==> src/rtl/instr_prefetch.sv <==
// instr_prefetch: credit-based instruction fetch stage ahead of a small
// circular FIFO. Issues word-aligned requests, pushes in-order responses.
//
// Ports:
//   clk_i, rst_ni                  clock, async active-low reset
//   redirect_en_i, redirect_pc_i   flush FIFO and restart at new PC
//   imem_req_o, imem_addr_o        fetch request / word address
//   imem_gnt_i                     request accepted on req && gnt
//   imem_rvalid_i, imem_rdata_i    in-order response
//   fifo_push_o, fifo_data_o       FIFO write port (combinational)
//   fifo_flush_o                   FIFO clear (combinational)
//   fifo_pop_i                     consumer pop, mirrored into occupancy
//   fetch_pc_o                     address of next request to issue

module instr_prefetch #(
    parameter int unsigned     XLEN      = 32,
    parameter int unsigned     FIFO_SIZE = 4,
    parameter logic [XLEN-1:0] RESET_PC  = '0
) (
    input  logic            clk_i,
    input  logic            rst_ni,
    input  logic            redirect_en_i,
    input  logic [XLEN-1:0] redirect_pc_i,
    output logic            imem_req_o,
    output logic [XLEN-1:0] imem_addr_o,
    input  logic            imem_gnt_i,
    input  logic            imem_rvalid_i,
    input  logic [XLEN-1:0] imem_rdata_i,
    output logic            fifo_push_o,
    output logic [XLEN-1:0] fifo_data_o,
    output logic            fifo_flush_o,
    input  logic            fifo_pop_i,
    output logic [XLEN-1:0] fetch_pc_o
);

    localparam int unsigned CW  = $clog2(FIFO_SIZE + 1);
    localparam logic [CW:0] CAP = (CW + 1)'(FIFO_SIZE);

    logic [XLEN-1:0] pc_q, pc_d;
    logic [CW-1:0]   occ_q, occ_d;
    logic [CW-1:0]   live_q, live_d;
    logic [CW-1:0]   drop_q, drop_d;

    logic [CW:0] occ_live;
    logic [CW:0] live_drop;
    logic        credit_ok;
    logic        gnt;
    logic        rsp_drop;
    logic        rsp_push;
    logic        pop;
    logic        rsp_stale;
    logic        unused_pc_lsb;

    // Alignment bits of the redirect target are discarded.
    assign unused_pc_lsb = ^redirect_pc_i[1:0];

    assign imem_addr_o = pc_q;
    assign fetch_pc_o  = pc_q;
    assign fifo_data_o = imem_rdata_i;

    always_comb begin
        occ_live  = {1'b0, occ_q} + {1'b0, live_q};
        live_drop = {1'b0, live_q} + {1'b0, drop_q};
        // One credit check for FIFO space, one for the memory-side
        // outstanding cap (which includes responses we will discard).
        credit_ok = (occ_live < CAP) && (live_drop < CAP);

        imem_req_o   = rst_ni && !redirect_en_i && credit_ok;
        gnt          = imem_req_o && imem_gnt_i;
        fifo_flush_o = rst_ni && redirect_en_i;

        rsp_drop = imem_rvalid_i && (drop_q != '0);
        rsp_push = rst_ni && !redirect_en_i && imem_rvalid_i
                   && (drop_q == '0) && (live_q != '0);
        fifo_push_o = rsp_push;

        pop = !redirect_en_i && fifo_pop_i && (occ_q != '0);

        // A response in the redirect cycle retires one tracked request,
        // unless nothing was outstanding (protocol error, ignored).
        rsp_stale = imem_rvalid_i && (live_drop != '0);

        pc_d   = pc_q;
        occ_d  = occ_q;
        live_d = live_q;
        drop_d = drop_q;

        if (redirect_en_i) begin
            pc_d   = {redirect_pc_i[XLEN-1:2], 2'b00};
            occ_d  = '0;
            live_d = '0;
            drop_d = drop_q + live_q - CW'(rsp_stale);
        end else begin
            if (gnt) begin
                pc_d = pc_q + XLEN'(4);
            end
            if (rsp_drop) begin
                drop_d = drop_q - CW'(1);
            end
            live_d = live_q + CW'(gnt) - CW'(rsp_push);
            occ_d  = occ_q + CW'(rsp_push) - CW'(pop);
        end
    end

    always_ff @(posedge clk_i or negedge rst_ni) begin
        if (!rst_ni) begin
            pc_q   <= RESET_PC;
            occ_q  <= '0;
            live_q <= '0;
            drop_q <= '0;
        end else begin
            pc_q   <= pc_d;
            occ_q  <= occ_d;
            live_q <= live_d;
            drop_q <= drop_d;
        end
    end

endmodule

==> config.mk <==
export PLATFORM = sky130hd
export DESIGN_NAME = instr_prefetch
export DESIGN_NICKNAME = d
export VERILOG_FILES = /design/src/rtl/instr_prefetch.sv
export SDC_FILE = /design/constraint.sdc
export NUM_CORES = 1
export LEC_CHECK = 0
export CAP_MARGIN = 20
export CORE_ASPECT_RATIO = 1.2
export CORE_MARGIN = 2
export CORE_UTILIZATION = 40
export CTS_CLUSTER_SIZE = 40
export DETAILED_ROUTE_END_ITERATION = 6
export GPL_ROUTABILITY_DRIVEN = 0
export GPL_TIMING_DRIVEN = 0
export PLACE_DENSITY = 0.88
export SETUP_SLACK_MARGIN = 0.3
export SLEW_MARGIN = 20
export SYNTH_ARGS = -nofsm -noshare
export SYNTH_HDL_FRONTEND = slang
export SYNTH_SLANG_ARGS = --single-unit
==> constraint.sdc <==
create_clock -name clk_i -period 3.8 [get_ports clk_i]
set_input_delay 0.76 -clock clk_i [delete_from_list [all_inputs] [get_ports clk_i]]
set_output_delay 0.76 -clock clk_i [all_outputs]
set_load 0.05 [all_outputs]
==> results of run 1 <==
-- cell families after synthesis --
group	Yosys count	synth area share (%)
AOI/OAI and AO/OA	81	17.4
xor gates and xnor gates	8	2.17
adders and majority gates	19	8.29
buffers and inverters	104	20.2
DFF	39	30.2
muxes	3	1.01
other	1	0.116
and+or+nand+nor	109	20.6
-- cells in the final DEF, fill, tap and decap left out, types with 3 or more instances in the layout --
| cell | instances |
|---|---|
| a21o_1 | 8 |
| a21oi_1 | 14 |
| a221o_1 | 11 |
| a22oi_1 | 4 |
| and3_1 | 3 |
| buf_2 | 9 |
| buf_4 | 67 |
| clkbuf_1 | 5 |
| clkbuf_8 | 5 |
| clkdlybuf4s50_1 | 126 |
| conb_1 | 4 |
| dfrtp_1 | 37 |
| fa_1 | 4 |
| ha_1 | 15 |
| inv_1 | 25 |
| nand2_1 | 28 |
| nand3_1 | 11 |
| nand4_1 | 9 |
| nor2_1 | 14 |
| nor2b_1 | 4 |
| nor3_1 | 9 |
| nor4_1 | 4 |
| o211ai_1 | 3 |
| o21ai_0 | 23 |
| o31a_1 | 7 |
| or3_1 | 4 |
| xnor2_1 | 7 |
-- per-layer routing --
layer	vias up	routed length (um)	track usage, %
met4	0	140	6.72
li1	1500	-	-
met2	198	5040	38.8
met3	18	877	3.39
met1	1568	3560	25.8
met5	-	0	0
-- final timing paths --
check | startpoint | to | slack, ns | cells past startpoint
max in group asynchronous | rst_ni | live_q[0]$_DFF_PN0_ | 2.96 | 2
hold / removal | rst_ni | fetch_pc_o[13]$_DFFE_PN0N_ | 0.35 | 1
setup reg to reg | live_q[0]$_DFF_PN0_ | live_q[2]$_DFF_PN0_ | 0.40 | 16
hold reg to reg | fetch_pc_o[31]$_DFFE_PN0N_ | fetch_pc_o[31]$_DFFE_PN0N_ | 0.61 | 2
min in group clk_i | fetch_pc_o[31]$_DFFE_PN0N_ | fetch_pc_o[31]$_DFFE_PN0N_ | 0.61 | 2
setup / recovery | live_q[0]$_DFF_PN0_ | live_q[2]$_DFF_PN0_ | 0.40 | 16
-- sequential cells by signal (all words and copies together) (netlist names) --
signal	flops
drop_q	3
live_q	3
fetch_pc_o	30
occ_q	3
-- power by group through the flow --
stage          clock, uW  combinational, uW  sequential [uW]
6_report             285               1210              601
5_1_grt              295               1290              614
4_1_cts              285               1210              599
3_5_place_dp           0               1210              606
3_3_place_gp           0               1170              598
2_1_floorplan          0                703              732
-- stage by stage --
| step | total power (uW) | instances | hold slack (ns) | area (um^2) |
|---|---|---|---|---|
| 2_1_floorplan | 1440 | 367 | 0.464 | 3250 |
| 3_3_place_gp | 1770 | 589 | 0.571 | 4660 |
| 3_5_place_dp | 1810 | 590 | 0.593 | 4680 |
| 4_1_cts | 2100 | 599 | 0.358 | 4770 |
| 5_1_grt | 2200 | 599 | 0.374 | 4780 |
| 6_report | 2090 | 599 | 0.345 | 4780 |
-- synth_stat cells (3+ instances only) --
| cell type | number |
|---|---|
| nand4_1 | 9 |
| inv_1 | 25 |
| xnor2_1 | 7 |
| o31a_1 | 7 |
| nand2_1 | 28 |
| nor4_1 | 4 |
| a21oi_1 | 15 |
| dfrtp_1 | 39 |
| nor3_1 | 9 |
| ha_1 | 15 |
| a221o_1 | 11 |
| o21ai_0 | 23 |
| o211ai_1 | 3 |
| a22oi_1 | 4 |
| clkbuf_1 | 4 |
| and3_1 | 3 |
| nand3_1 | 11 |
| buf_4 | 66 |
| fa_1 | 4 |
| or3_1 | 4 |
| buf_2 | 6 |
| nor2_1 | 14 |
| a21o_1 | 8 |
| nor2b_1 | 4 |
-- repair_timing --
item / in CTS / in global routing
setup buffers: 1 / 0
endpoints found under the setup margin: 3 / 5
pin swaps: 1 / 0
gates resized for setup: 5 / 7
-- layout make-up --
class	count	area [um^2]
clock buffers	7	76.3
well taps	92	115
inverters	26	97.6
clock inverters	1	5.00
repair buffers	132	1320
fillers	667	2970
plain buffers	78	558
flip-flops and latches	39	978
multi-input cells	224	1620
==> summary.md, run 1 <==
| Metric | Value |
|---|---|
| Run status | `complete, no violations` |
| Share of total power in sequential cells | `~29%` |
| Synthesis-to-finish area growth | `47.9%` |
| Crit path max fanout | `10` |
| Final ANT Viol Nets | `0` |
| Setup TNS | `0 ns` |
| Yosys top cell area share | `a little under a third` |
| Fmax | `slightly below 300 MHz` |
| Nature of the critical path endpoint | `flip-flop` |
| Share of cells above drive strength 1 | `around a fifth` |
| Switching power | `996 uW` |
| Cell Int Power | `about 1100 uW` |
| Syn avg cell area | `just under 9 um^2` |
| Synth Warn # | `0` |
| Synth cell types | `55` |
| Max_slew headroom | `59.1%` |
| Clock-pin slew on the worst setup and hold paths | `around 0.08 ns` |
| Cts bufs inserted | `5` |
| CP max stage cell | `dfrtp_2` |
| Detailed-placement wirelength estimate | `roughly 7400 um` |
| Final period util | `between 80 and 90%` |
| Tot GR Track Use | `a little over a fifth` |
| Root buffer cell | `clkbuf_8` |
| Largest net degree at the start of global routing | `30` |
| Post-CTS Hold Buffers | `0` |
| Clock Sinks | `39` |
| Buffer and inverter count on the worst path | `5` |
| Worst Slack Setup Final | `a little over 0.4 ns` |
| FP Rows | `35` |
| Initial core utilization | `a little over two fifths` |
| # setup viols final | `0` |
| Core Area | `~0.0078 mm^2` |
| Max-slew violation count | `0` |
| Crit-path cells | `ha_1 > inv_1 > fa_1 > nor4b_4 > a21oi_2 > nor2_4 > inv_2 > buf_2 > ha_1 > inv_1 > ha_1 > inv_1 > fa_1 > xnor2_1 > xnor2_1 > nor2_1` |
| Register area share after synthesis | `between 30% and 40%` |
| Vias in the first global route | `about 3300` |
| Synthesis-stage register bit count | `39` |
| Worst-Margin Slew | `between 0.6 and 0.7 ns` |
| ANT cells | `0` |
| Worst VDD drop | `180 uV` |
| Detailed Routing Iterations Pass 1 | `5` |
| Predominant post-synthesis flop cell | `dfrtp_1` |
| Combinational power share | `between 50% and 60%` |
| Initial DRC count | `between 200 and 250` |
| Post-layout util | `just over 60%` |
| Pwr dens | `438 mW/mm^2` |
| Static Leak | `approximately 0.0022 uW` |
| Maximum clock path buffer count | `2` |
| Critical Path RT | `around 4 ns` |
| Via-to-Cell Ratio | `about 5.5` |
| IO Count | `169` |
| Hold crit path type | `input port to asynchronous set/reset pin` |
| Antenna violations before repair | `0` |
| Fin. Hold Viols | `0` |
| Die X | `around 86 um` |
| Congestion Overflow GR | `0` |
| H-tree levels | `2` |
| Final net count | `around 600` |
| CTS tree | `yes` |
| Max cap viols | `0` |
| Cell family with most CP delay | `adder cells` |
| Synth area leader | `dfrtp_1` |
| Setup WS pre-CTS | `-0.216 ns` |
| Mapped Cells | `364` |
| Post-synth EDFFs | `0` |
| Fin Clk Skew | `around 0.0057 ns` |
| Crit path largest cell delay | `0.43 ns` |
| Routed WL per cell | `16.0 um` |
| Startpoint Class | `flip-flop` |
| Final WL | `~9600 um` |
| DRC Markers | `0` |
| Port Buf Inserts | `130` |
| Crit path kind | `flip-flop to flip-flop` |
| Die area | `approximately 0.0088 mm^2` |
| Unrepaired setup endpoints after global routing | `true` |
| First-pass GRT wire length | `15200 um` |
| Skew-Pair Late Insertion Delay | `0.30 ns` |
| Synth top area cells | `dfrtp_1 30%, buf_4 15%, ha_1 5.8%, o21ai_0 3.6%, a221o_1 3.4%` |
| Mapped Area | `around 0.0032 mm^2` |
| Die height | `approximately 100 um` |
| Vias | `around 3300` |
| Min Tclk post-route | `3.40 ns` |
| Clock power frac | `between 10% and 20%` |
| Post-synth ARST share | `100%` |
| Sw Ratio | `a little under half` |
| Worst Path Arrival | `around 3.6 ns` |
Power figures use the tool's default switching activity.
==> run 2, diff against run 1 <==
==> constraint.sdc (replaced) <==
create_clock -name clk_i -period 3.8 [get_ports clk_i]
set_input_delay 0.76 -clock clk_i [delete_from_list [all_inputs] [get_ports clk_i]]
set_output_delay 0.76 -clock clk_i [all_outputs]
set_load 0.005 [all_outputs]
==> run 2 against run 1 <==
Effect of this change:
- register-to-register slack lost 0.06 ns
- utilization grew 0.66 points
- sequential cell count is the same
- worst setup slack lost 0.056 ns
- fmax shrank 1.6%
- global-route usage grew 0.051 points
- combinational power shrank 30%
- largest power group unchanged
- highest routed layer unchanged
==> summary.md, run 2 (synthesized netlist as in run 1, its figures left out) <==
| Metric | Value |
|---|---|
| Run status | `complete, no violations` |
| Detailed Routing Iterations Pass 1 | `5 (unchanged)` |
| Clock Sinks | `39 (unchanged)` |
| Die X | `86.0 um (unchanged)` |
| Maximum clock path buffer count | `2 (unchanged)` |
| Worst Path Arrival | `3.64 ns (+0.05 ns)` |
| Worst VDD drop | `168 uV (-6.7%)` |
| R2R cell count | `16 (unchanged)` |
| Cts bufs inserted | `5 (unchanged)` |
| Critical Path RT | `3.98 ns (about the same)` |
| Skew-Pair Late Insertion Delay | `0.30 ns (about the same)` |
| Fmax | `290 MHz (-1.6%)` |
| Post-CTS Hold Buffers | `0 (unchanged)` |
| Via-to-Cell Ratio | `5.40 (-1.4%)` |
| Vias in the first global route | `3298 (+0.33%)` |
| Max_slew headroom | `60.9% (+1.7 points)` |
| Vias | `3242 (-1.3%)` |
| Final net count | `596 (+0.17%)` |
| Clock-pin slew on the worst setup and hold paths | `0.08 ns (about the same)` |
| Worst Slack Setup Final | `0.347 ns (-0.0559 ns)` |
| Die height | `102 um (unchanged)` |
| Core Area | `0.00775 mm^2 (unchanged)` |
| Final ANT Viol Nets | `0 (unchanged)` |
| Largest net degree at the start of global routing | `32 (+6.7%)` |
| Hold crit path type | `input port to asynchronous set/reset pin` |
| H-tree levels | `2 (unchanged)` |
| # setup viols final | `0 (unchanged)` |
| Worst-Margin Slew | `0.587 ns (-0.0201 ns)` |
| Initial core utilization | `41.7% (unchanged)` |
| Post-route cell area | `0.00483 mm^2 (+1.1%)` |
| IO Count | `169 (unchanged)` |
| CTS tree | `yes` |
| Setup WS pre-CTS | `0.0813 ns (+0.298 ns)` |
| Min Tclk post-route | `3.45 ns (+0.0558 ns)` |
| Unrepaired setup endpoints after global routing | `true` |
| Static Leak | `0.00215 uW (-0.44%)` |
| Max cap viols | `0 (unchanged)` |
| Root buffer cell | `clkbuf_8` |
| Leading cell types in the layout, fill and taps excluded | `129 x clkdlybuf4s50_1, 68 x buf_4, 37 x dfrtp_1, 28 x nand2_1, 25 x inv_1` |
| Most common cell after layout, fill and taps aside | `clkdlybuf4s50_1` |
| ANT cells | `0 (unchanged)` |
| Crit path kind | `flip-flop to flip-flop` |
| Routed WL per cell | `16.1 um (+0.29%)` |
| Crit path max fanout | `10 (unchanged)` |
| Startpoint Class | `flip-flop` |
| Max-slew violation count | `0 (unchanged)` |
| FP Rows | `35 (unchanged)` |
| Nature of the critical path endpoint | `flip-flop` |
| Tot GR Track Use | `21.4% (+0.051 points)` |
| Final period util | `90.9% (+1.5 points)` |
| Initial DRC count | `264 (+10%)` |
| Detailed-placement wirelength estimate | `7360 um (+0.15%)` |
| Final WL | `9650 um (+0.46%)` |
| Pwr dens | `375 mW/mm^2 (-14%)` |
| Max reg flops | `30 (unchanged)` |
| Fin Clk Skew | `0.00697 ns (+0.00124 ns)` |
| DRC Markers | `0 (unchanged)` |
| Port Buf Inserts | `130 (unchanged)` |
| Antenna violations before repair | `0 (unchanged)` |
| Total power | `1810 uW (-13%)` |
| Synthesis-to-finish area growth | `49.5%` |
| Placed Area | `0.00467 mm^2 (-0.13%)` |
| Die area | `0.00881 mm^2 (unchanged)` |
| Congestion Overflow GR | `0 (unchanged)` |
| Share of cells above drive strength 1 | `21.5% (+0.55 points)` |
| First-pass GRT wire length | `15200 um (unchanged)` |
| Fin. Hold Viols | `0 (unchanged)` |
## run 2: cell types whose count changed in the layout (fill, tap and decap cells not counted)
cell,before,now
clkdlybuf4s50_1,126,129
clkbuf_1,5,3
dlymetal6s2s_1,2,0
buf_2,9,8
buf_4,67,68
bufinv_16,0,1
clkbuf_8,5,6
xnor2_1,7,6
xnor2_2,0,1
## run 2: report_power, final
group,internal (uW),switching [uW]
clock,213,158
combinational,495,347
sequential,486,113
## run 2: path summary, 6_finish.rpt
| kind | start | to | slack (ns) |
|---|---|---|---|
| worst max register to register | live_q[0]$_DFF_PN0_ | live_q[2]$_DFF_PN0_ | 0.35 |
| min in group clk_i | fetch_pc_o[31]$_DFFE_PN0N_ | fetch_pc_o[31]$_DFFE_PN0N_ | 0.60 |
| max in group asynchronous | rst_ni | live_q[0]$_DFF_PN0_ | 2.95 |
| worst max-delay path | live_q[0]$_DFF_PN0_ | live_q[2]$_DFF_PN0_ | 0.35 |
| worst min-delay path | rst_ni | fetch_pc_o[11]$_DFFE_PN0N_ | 0.35 |
| worst min register to register | fetch_pc_o[31]$_DFFE_PN0N_ | fetch_pc_o[31]$_DFFE_PN0N_ | 0.60 |
## run 2: repair_timing
action / in CTS / in global routing
resized for setup: 5 / 2
endpoints found under the setup margin: 4 / 2
buffers inserted: 1 / 1
pin swaps: 1 / 2
## run 2: stage by stage
step	setup TNS (ns)	utilization (%)	instances	hold slack [ns]
after floorplan	0	-	367	0.464
after global placement	-11.15	60.1	589	0.559
after detailed placement	0	60.3	590	0.583
after CTS	0	62.1	599	0.349
after global routing	0	62.3	600	0.364
final	0	62.3	600	0.349
## run 2: critical path: stages, from the launching register on
cell	delay, ns
dfrtp_2	0.44
ha_1	0.19
inv_1	0.06
fa_1	0.42
nor4b_4	0.35
a21oi_2	0.16
nor2_4	0.12
inv_2	0.05
buf_2	0.19
ha_1	0.30
inv_1	0.06
ha_1	0.16
inv_1	0.05
fa_1	0.42
xnor2_2	0.18
xnor2_1	0.13
nor2_1	0.06
## run 2: cell type report
cell class	instances	area [um^2]
fillers	670	2920
clock buffers	6	82.6
flip-flops and latches	39	978
multi-input cells	224	1630
repair buffers	133	1330
inverters	26	97.6
well taps	92	115
clock inverters	2	35.0
plain buffers	78	558
## run 2: routing by layer
layer | GRT usage, % | vias to the layer above | wire [um]
met2 | 38.5 | 191 | 4950
met5 | 0 | - | 0
met4 | 5.01 | 0 | 117
met3 | 3.55 | 12 | 811
met1 | 26.7 | 1532 | 3770
li1 | - | 1507 | -
==> run 3, diff against run 2 <==
--- a/config.mk
+++ b/config.mk
@@ -8,12 +8,12 @@
 export CAP_MARGIN = 20
 export CORE_ASPECT_RATIO = 1.2
 export CORE_MARGIN = 2
-export CORE_UTILIZATION = 40
+export CORE_UTILIZATION = 44
 export CTS_CLUSTER_SIZE = 40
 export DETAILED_ROUTE_END_ITERATION = 6
 export GPL_ROUTABILITY_DRIVEN = 0
 export GPL_TIMING_DRIVEN = 0
-export PLACE_DENSITY = 0.88
+export PLACE_DENSITY = 0.95
 export SETUP_SLACK_MARGIN = 0.3
 export SLEW_MARGIN = 20
 export SYNTH_ARGS = -nofsm -noshare
==> constraint.sdc (replaced) <==
create_clock -name clk_i -period 4.4 [get_ports clk_i]
set_input_delay 0.88 -clock clk_i [delete_from_list [all_inputs] [get_ports clk_i]]
set_output_delay 0.88 -clock clk_i [all_outputs]
set_load 0.005 [all_outputs]
==> run 3 against run 2 <==
Effect of this change:
- non-clock buffer count decreased by 2
- worst hold slack improved by 0.17 ns
- total power decreased by 17%
- sequential power decreased by 14%
- clock skew increased by 0.0058 ns
- sequential share of layout area increased by 0.18 points
- clock power decreased by 25%
- critical path depth decreased by 11
- design area decreased by 1.1%
- worst setup slack improved by 0.16 ns
- critical endpoint is now fifo_flush_o
- largest power group unchanged
==> summary.md, run 3 (synthesized netlist as in run 1, its figures left out) <==
| Metric | Value |
|---|---|
| Post-CTS Hold Buffers | `0 (unchanged)` |
| Max cap viols | `0 (unchanged)` |
| Placed Area | `0.00467 mm^2 (about the same)` |
| Hold crit path type | `input port to asynchronous set/reset pin` |
| Run status | `complete, no violations` |
| ANT cells | `0 (unchanged)` |
| Setup bufs post-CTS | `0 (-1)` |
| Startpoint Class | `input port` |
| Worst-Margin Slew | `0.894 ns (+0.307 ns)` |
| Skew-Pair Late Insertion Delay | `0.31 ns (about the same)` |
| Core Area | `0.00719 mm^2 (-7.2%)` |
| Die area | `0.00805 mm^2 (-8.7%)` |
| Cts repair resizes | `0 (-5)` |
| Worst VDD drop | `166 uV (-1.4%)` |
| Root buffer cell | `clkbuf_8` |
| Finished Layout Cells | `596 (-0.67%)` |
| FP Rows | `34 (-2.9%)` |
| Nature of the critical path endpoint | `output port` |
| Max reg flops | `30 (unchanged)` |
| Die X | `82.2 um (-4.4%)` |
| Min Tclk post-route | `between 3 and 4 ns` |
| Share of cells above drive strength 1 | `19.8% (-1.7 points)` |
| Final ANT Viol Nets | `0 (unchanged)` |
| Synthesis-to-finish area growth | `47.8%` |
| Max_slew headroom | `39.6% (-21 points)` |
| First-pass GRT wire length | `15000 um (-1.4%)` |
| Placed cell count | `588 (-0.34%)` |
| Filler cells | `554 (-17%)` |
| Worst r2r dst | `live_q[2]$_DFF_PN0_` |
| Critical Path RT | `3.52 ns (-0.46 ns)` |
| Worst Slack Setup Final | `0.506 ns (+0.159 ns)` |
| Clock-pin slew on the worst setup and hold paths | `0.08 ns (about the same)` |
| Fin Clk Skew | `0.0127 ns (+0.00576 ns)` |
| Setup WS pre-CTS | `0.503 ns (+0.422 ns)` |
| Largest net degree at the start of global routing | `24 (-25%)` |
| Routed WL per cell | `15.6 um (-3.3%)` |
| Unrepaired setup endpoints after global routing | `false` |
| Vias in the first global route | `3174 (-3.8%)` |
| Reg-to-reg startpoint | `live_q[0]$_DFF_PN0_` |
| Clock Sinks | `39 (unchanged)` |
| Final WL | `9280 um (-3.9%)` |
| Crit path largest cell delay | `0.57 ns (+0.13 ns)` |
| Initial DRC count | `247 (-6.4%)` |
| Static Leak | `0.00212 uW (-1.1%)` |
| Crit path max fanout | `10 (unchanged)` |
| R2r setup slk | `0.62 ns (+0.27 ns)` |
| Total power | `1510 uW (-17%)` |
| IO Count | `169 (unchanged)` |
| Pwr dens | `316 mW/mm^2 (-16%)` |
| Max-slew violation count | `0 (unchanged)` |
| Die height | `97.9 um (-4.5%)` |
| Antenna violations before repair | `0 (unchanged)` |
| Detailed Routing Iterations Pass 1 | `5 (unchanged)` |
| Via-to-Cell Ratio | `5.53 (+2.3%)` |
| Final net count | `594 (-0.34%)` |
| Tot GR Track Use | `23.5% (+2.1 points)` |
| Leading cell types in the layout, fill and taps excluded | `129 x clkdlybuf4s50_1, 66 x buf_4, 39 x dfrtp_1, 28 x nand2_1, 25 x inv_1` |
| Most common cell after layout, fill and taps aside | `clkdlybuf4s50_1` |
| Crit-path cells | `clkdlybuf4s50_1 > buf_1 > clkbuf_1 > and2_1 > clkdlybuf4s50_1` |
| Most frequent CP cell | `clkdlybuf4s50_1` |
| Port Buf Inserts | `130 (unchanged)` |
| Fin. Hold Viols | `0 (unchanged)` |
| H-tree levels | `2 (unchanged)` |
| Initial core utilization | `44.9% (+3.3 points)` |
| Final period util | `88.5%` |
| Worst Path Arrival | `3.01 ns (-0.63 ns)` |
| R2R cell count | `16 (unchanged)` |
| Detailed-placement wirelength estimate | `7300 um (-0.87%)` |
| Post-route cell area | `0.00477 mm^2 (-1.1%)` |
| Vias | `3293 (+1.6%)` |
| CTS tree | `yes` |
| CP max stage cell | `clkdlybuf4s50_1` |
| Crit path kind | `input port to output port` |
| Congestion Overflow GR | `0 (unchanged)` |
| Maximum clock path buffer count | `2 (unchanged)` |
| # setup viols final | `0 (unchanged)` |
| Cts bufs inserted | `5 (unchanged)` |
| DRC Markers | `0 (unchanged)` |
| Fmax | `257 MHz` |
-- run 3: cell count changes in the layout (fill, tap and decap cells not counted), sizes merged --
cell / change
buf: -2
bufinv: -1
clkbuf: +1
clkinv: -1
clkinvlp: +1
-- run 3: per-layer routing --
metal | wire, um | GRT usage [%] | part of all wire [%]
met1 | 3290 | 28.3 | 35
met2 | 4890 | 39.3 | 53
met5 | 0 | 0 | 0
met3 | 871 | 5.73 | 9.4
met4 | 225 | 9.74 | 2.4
-- run 3: layout make-up --
cell class / instances / area [um^2] / area share, %
Clock buffer: 7 / 96.3 / 2.02
Inverter: 26 / 97.6 / 2.04
Tap cell: 90 / 113 / 2.36
Buffer: 78 / 556 / 11.6
Sequential cell: 39 / 976 / 20.4
Timing Repair Buffer: 131 / 1320 / 27.6
Multi-Input combinational cell: 224 / 1610 / 33.8
Clock inverter: 1 / 7.51 / 0.157
-- run 3: worst max-delay path by stage --
stage | slack [ns] | startpoint | end | depth (start not counted)
6_report | 0.51 | redirect_en_i | fifo_flush_o | 5
5_1_grt | 0.39 | live_q[0]$_DFF_PN0_ | live_q[2]$_DFF_PN0_ | 16
4_1_cts | 0.51 | redirect_en_i | fifo_flush_o | 5
3_5_place_dp | 0.50 | rst_ni | live_q[2]$_DFF_PN0_ | 15
3_3_place_gp | -0.67 | rst_ni | live_q[2]$_DFF_PN0_ | 14
2_1_floorplan | 1.21 | live_q[0]$_DFF_PN0_ | live_q[2]$_DFF_PN0_ | 16
-- run 3: power breakdown --
part / internal [uW] / switching, uW / total, uW / leakage, uW
combinational: 417 / 295 / 713 / 0.00159
sequential: 420 / 97.6 / 517 / 0.000483
clock: 143 / 136 / 278 / 0.0000505
-- run 3: critical path, delay by kind of cell --
family,cells,cell delay [ns]
buffers and inverters,4,1.94
and+or+nand+nor,1,0.19
-- run 3: through the flow --
step	setup TNS [ns]	hold WS, ns	util [%]
after global placement	-2.13	0.563	64.8
after CTS	0	0.527	66.4
after global routing	0	0.554	66.4
after detailed placement	0	0.571	65.0
after floorplan	0	0.541	-
final	0	0.516	66.4
